--- src/rtl/alu_arbiter.sv ---
// alu_arbiter: two-requester front end for one shared, registered ALU (5-cycle operation).
// Build option ALU_ARB_FIXED_PRIO_EN: fixed priority (req0 over req1); default is round-robin.
module alu_arbiter #(
   parameter int N = 32
) (
   input  logic         clk,
   input  logic         rst,
   input  logic         req0,
   input  logic         req1,
   input  logic [2:0]   op0,
   input  logic [2:0]   op1,
   input  logic [N-1:0] a0,
   input  logic [N-1:0] b0,
   input  logic [N-1:0] a1,
   input  logic [N-1:0] b1,
   output logic         gnt0,
   output logic         gnt1,
   output logic         done0,
   output logic         done1,
   output logic [N-1:0] res0,
   output logic [N-1:0] res1,
   output logic         zero0,
   output logic         zero1,
   output logic [2:0]   alu_ctl,
   output logic [N-1:0] alu_a,
   output logic [N-1:0] alu_b,
   input  logic [N-1:0] alu_result,
   input  logic         alu_zero
);

   typedef enum logic [2:0] {
      IDLE  = 3'd0,
      ISSUE = 3'd1,
      WAIT  = 3'd2,
      CAP   = 3'd3,
      RESP  = 3'd4
   } state_t;

   state_t       state;
   state_t       state_nxt;
   logic [2:0]   ctl_q;
   logic [N-1:0] a_q;
   logic [N-1:0] b_q;
   logic         owner_q;
   logic         any_req;
   logic         take;
   logic         win;

   assign any_req = req0 | req1;
   assign take    = (state == IDLE) && any_req;

`ifdef ALU_ARB_FIXED_PRIO_EN
   assign win = ~req0;
`else
   logic last_q;

   // With both requesting, the one not served last wins; otherwise the lone requester.
   always_comb begin
      if (req0 && req1) win = ~last_q;
      else              win = req1;
   end

   always_ff @(posedge clk or posedge rst) begin
      if (rst)       last_q <= 1'b1;
      else if (take) last_q <= win;
   end
`endif

   // NOTE: all state is updated with non-blocking assignments so every register
   // samples the pre-edge values, independent of process ordering.
   always_ff @(posedge clk or posedge rst) begin
      if (rst) state <= IDLE;
      else     state <= state_nxt;
   end

   always_comb begin
      state_nxt = state;
      case (state)
         IDLE:    if (any_req) state_nxt = ISSUE;
         ISSUE:   state_nxt = WAIT;
         WAIT:    state_nxt = CAP;
         CAP:     state_nxt = RESP;
         RESP:    state_nxt = IDLE;
         default: state_nxt = IDLE;
      endcase
   end

   // NOTE: grants are combinational from IDLE, so reset is folded in to keep them
   // low while rst is held, even with requests pending.
   always_comb begin
      gnt0  = take && !win && !rst;
      gnt1  = take &&  win && !rst;
      done0 = (state == RESP) && !owner_q;
      done1 = (state == RESP) &&  owner_q;
   end

   always_ff @(posedge clk or posedge rst) begin
      if (rst) begin
         ctl_q   <= 3'b000;
         a_q     <= '0;
         b_q     <= '0;
         owner_q <= 1'b0;
      end else if (take) begin
         ctl_q   <= win ? op1 : op0;
         a_q     <= win ? a1  : a0;
         b_q     <= win ? b1  : b0;
         owner_q <= win;
      end
   end

   assign alu_ctl = ctl_q;
   assign alu_a   = a_q;
   assign alu_b   = b_q;

   // By CAP the ALU has its result (registered after ISSUE) and zero flag (after WAIT).
   always_ff @(posedge clk or posedge rst) begin
      if (rst) begin
         res0  <= '0;
         res1  <= '0;
         zero0 <= 1'b0;
         zero1 <= 1'b0;
      end else if (state == CAP) begin
         if (owner_q) begin
            res1  <= alu_result;
            zero1 <= alu_zero;
         end else begin
            res0  <= alu_result;
            zero0 <= alu_zero;
         end
      end
   end

endmodule

--- config.mk ---
export PLATFORM = sky130hd
export DESIGN_NAME = alu_arbiter
export DESIGN_NICKNAME = d
export VERILOG_FILES = /design/src/rtl/alu_arbiter.sv
export SDC_FILE = /design/constraint.sdc
export NUM_CORES = 1
export LEC_CHECK = 0
export CAP_MARGIN = 20
export CORE_ASPECT_RATIO = 0.6
export CORE_UTILIZATION = 42
export CTS_CLUSTER_DIAMETER = 60
export DETAILED_ROUTE_END_ITERATION = 10
export GPL_TIMING_DRIVEN = 1
export PLACE_DENSITY = 0.82
export SYNTH_ARGS = -nofsm -noshare
export SYNTH_HDL_FRONTEND = slang
export SYNTH_SLANG_ARGS = --single-unit
--- constraint.sdc ---
create_clock -name clk -period 9.8 [get_ports clk]
set_input_delay 1.96 -clock clk [delete_from_list [all_inputs] [get_ports clk]]
set_output_delay 1.96 -clock clk [all_outputs]
set_load 0.05 [all_outputs]
Word level (Yosys, flattened, before mapping) --
Index checks and enable logic that the tools add are counted.
Word-level totals: register bits 138, bits in latches 0, RAM bits 0, bits in read-only memories 0, input port bits 171, output and inout bits 137, word-level logic and storage cells 38, memories 0
Operators by class: $add $sub $neg 0, multipliers 0, div/mod/pow operators 0, magnitude comparators 0, equality and inequality tests 5, shifts and indexed selects 0, mux-type cells 6, bitwise logic cells 3, reduce and logical (&&, ||, !) cells 14
Operators by type and width (count):
- $mux W32 | 2
- $pmux W3 S4 | 1
- $logic_and A1 B1 Y1 | 8
- $eq A3 B2 Y1 const B | 2
- $mux W3 | 2
- $reduce_and A2 Y1 | 2
- $eq A3 B1 Y1 const B | 1
- $eq A3 B3 Y1 const B | 1
- $logic_not A1 Y1 | 3
- $logic_not A3 Y1 | 1
- $ne A2 B2 Y1 const B | 1
- $not A1 Y1 | 2
- $mux W1 | 1
- $or A1 B1 Y1 | 1

Depth between registers and ports, before layout --
depth in word-level cells 5, gate-level depth with buffers 6, mapped depth without buffers 3

Worst setup path before layout --
Ideal clock, no wire load.
kind in2out, from input req1, to output gnt0, data arrival time 3646 ps, data required time 7840 ps, slack 4194 ps, cell stages on the path 5, path through or2_2 -> clkbuf_1 -> clkbuf_1 -> nand2_1 -> nor3_1
Between the ends: longest elaborated chain between the ends 5, elaborated cells on any way between the ends 7, those cells by class mux: 1; bitwise: 1; reduce/logical: 5
Ends and longest elaborated chain:
- start: declaration | RTL line 9 | input logic req1,
- $logic_and A1 B1 Y1 | RTL line 59 | if (req0 && req1) win = ~last_q;
- $mux W1 | RTL line 59
- $logic_not A1 Y1 | RTL line 91 | gnt0 = take && !win && !rst;
- $logic_and A1 B1 Y1 * (2 in a row) | RTL line 91
- end: declaration | RTL line 16 | output logic gnt0,
Mark *: on every way between the ends. The rest lies on a longest branch, timed or not.

Final worst setup path --
from input req1, to output gnt1
Between the ends: longest elaborated chain between the ends 4, elaborated cells on any way between the ends 6, those cells by class mux: 1; bitwise: 1; reduce/logical: 4
Ends and longest elaborated chain:
- $or A1 B1 Y1 or $logic_and A1 B1 Y1 (tied branches) | RTL line 49, 59
- $logic_and A1 B1 Y1 or $mux W1 (tied branches) | RTL line 50, 59
- $logic_and A1 B1 Y1 * (2 in a row) | RTL line 92 | gnt1 = take && win && !rst;
- end: declaration | RTL line 17 | output logic gnt1,
Marks and branches as above.

==> metrics <==
CP Data Arrival Time=just under 4000 ps; first-pass GRT wire length=27700 um; Setup TNS=0 ps; Hold Fails Final Rpt=0; clk buf depth=2; HP Class=reg -> reg; Synthesis Warnings=0; Core ar.=about 13000 um^2; RSZ-0062 raised after global routing=no; synthesized net count=567; vias post-DR=roughly 4700; Reg clk slew, reported paths=50 ps; Post-synth EDFFs=0; Remaining Overflow, GRT=0; Num Clock Sinks=~140; Most Frequent Cell on Critical Path=clkdlybuf4s50_1; detailed-router iteration count before antenna repair=5; post-cts sizing count=0; final setup fails=0; CTS buffer count=17; Post-DRT Antenna Nets=0; Ant. Diodes=0; fraction of the mapped netlist area in adder cells=0%; slowest CP cell=clkdlybuf4s50_1; worst skew pair latency=around 400 ps; routed len/inst=just under 20 um; GPL Wtd Cong=just over 0.8; Post-synth ARST share=100%; Layout Nets=864; Synth Area in Compound Gates=22.4%; Via-to-Cell Ratio=5.35; synthesized flop and latch total=roughly 140; PwrDens=about 430 nW/um^2; multiplexer share of the synthesized area=approximately an eighth; hold buffers post-CTS=0; Synth area leader=dfrtp_1; cells along the critical path=clkdlybuf4s50_1 -> a21boi_0 -> nand2_2 -> nor2_1 -> clkdlybuf4s50_1; Worst EP required=approximately 7800 ps; CTS tree=built; largest family of logic cells by synthesized area=compound AO/OA/AOI/OAI gates; Cell Area, Synth=5750 um^2; synth cell count leaders=dfrtp_1 (137), a21o_1 (67), mux2_2 (66), o221a_2 (37), o221a_1 (30); CP Depth=5; HPWL Detailed=between 10000 and 15000 um; Worst-Margin Slew=794 ps; Worst Path Buf+Inv=2; gr usage total=about 25%; Top FF cell, synth=dfrtp_1; status=finished clean; Seq/Total Area, Yosys=60.1%; Avg Cell Area, Syn=around 15 um^2; post-synthesis xor/xnor area fraction=less than 1%; R2R depth=5; period utilization=around 61%; vias in the first global route=about 5000; DR iter-0 viols=just under 200; fin crit period=a little under 6000 ps; fillers=880; IO Port Bufs=a little over 300; post-CTS setup buffers=0; largest net degree at the start of global routing=92; FMAX=between 150 and 200 MHz; number of remaining DRC errors=0; unique cell type count in the Yosys netlist=26; largest delay contributor family on the critical path=buffers and inverters; CTS root buf=clkbuf_16; synth top area cells=dfrtp_1 (60%), mux2_2 (13%), a21o_1 (8.8%), o221a_2 (7.3%), o221a_1 (5.9%); initial antenna violation count=0; Mapped Cells=just under 400; Area Overhead vs Synth=67.1%; worst hold path stage count=1; endpoint type of the worst setup path=primary output; MaxCap Viol Count=0; crit-path max cell delay=between 800 and 900 ps; Rel. slew slack=47.1%; die width=between 150 and 200 um; CP max FO=4; Die Area=~14000 um^2; WS Path Type=in -> out; final hold slack=~500 ps; most frequent cell after synthesis=dfrtp_1; die height=around 93 um; Initial Util=between 40% and 50%; Post-Synth Simple-Gate Area=approximately 1.7%; share of layout cells above drive strength 1=about a fifth; final wirelength=17400 um; Slew Limit Fails=0; row count=32; top-area cell type share of the netlist area=slightly below 60%; H-tree lvl count=4; Leakage=3.98 nW; skew final=approximately 12 ps; Max rail drop VDD=approximately 0.28 mV; CP Launch Type=primary input; number of I/O pins=between 300 and 400
==> kinds of logic (layout without fill, tap and decap cells) <==
group / count (synthesis) / count (layout)
AO/OA/AOI/OAI: 138 / 138
flip-flops: 138 / 138
multiplexers: 66 / 66
buffers and inverters: 37 / 346
AND/OR/NAND/NOR: 16 / 16
XOR/XNOR: 1 / 1
==> path summary, 6_finish.rpt <==
| kind | end | slack, ps | from |
|---|---|---|---|
| max reg2reg | alu_a[19] | 7470 | state[0] |
| min in group asynchronous | alu_b[12] | 2150 | rst |
| max in group asynchronous | alu_a[7] | 6510 | rst |
| min | res0[29] | 500 | res0[29] |
| max | gnt1 | 3860 | req1 |
| min reg2reg | res0[29] | 500 | res0[29] |
==> through the flow <==
step	setup WS (ps)	area (um^2)	std cells	power (mW)	util, %
4_1_cts	3870	9600	875	4.15	73.3
3_3_place_gp	3880	8950	844	3.38	68.3
5_1_grt	3700	9600	875	4.29	73.3
6_report	3860	9600	875	4.12	73.3
3_5_place_dp	3870	8950	844	3.43	68.3
2_1_floorplan	4150	5750	396	2.62	-
==> report_power, final <==
part / switching (mW) / leakage, nW / internal, mW
clock network: 0.246 / 0.314 / 0.461
logic: 1.45 / 2.09 / 0.932
registers: 0.170 / 1.57 / 0.864
total: 1.87 / 3.98 / 2.26
==> worst register-to-register path, cell delays in order, from the launching register on <==
cell     delay (ps)
dfrtp_1         460
nor3_4          200
buf_4           640
nand3_2         130
buf_4           380
o221a_2         400
==> cells in the final DEF (no fill, tap or decap), types with 2 or more instances in the layout <==
| master | netlist | layout |
|---|---|---|
| nand2_1 | 3 | 2 |
| buf_4 | 0 | 7 |
| clkbuf_16 | 0 | 17 |
| o221a_2 | 37 | 37 |
| clkdlybuf4s50_1 | 0 | 307 |
| inv_6 | 0 | 5 |
| bufinv_16 | 0 | 5 |
| clkinvlp_4 | 0 | 2 |
| a21o_1 | 67 | 67 |
| mux2_2 | 66 | 66 |
| nor3_1 | 2 | 2 |
| nor2_1 | 3 | 3 |
| o221a_1 | 30 | 30 |
| dfrtp_1 | 137 | 137 |
==> per-layer routing <==
layer / global-route usage (%) / wire [um] / up-vias
met4: 7.58 / 257 / 0
met3: 8.00 / 1330 / 19
met2: 43.3 / 8700 / 210
li1: - / - / 2125
met1: 30.8 / 7070 / 2331
met5: 0 / 0 / -
==> cell type report <==
type	count	area [um^2]	area share (%)
Clock buffer	18	439	4.57
Clock inverter	13	214	2.23
Inverter	1	8.76	0.0912
Multi-Input combinational cell	221	2150	22.4
Sequential cell	138	3450	36.0
Tap cell	170	213	2.22
Timing Repair Buffer	314	3130	32.6
==> flip-flops by register name, summed over array words and instances, names as in the netlist, 3 cells and up <==
name and flops:
alu_a 32, res1 32, state 3, alu_ctl 3, alu_b 32, res0 32
No activity file was read; power rests on OpenSTA's default activity.
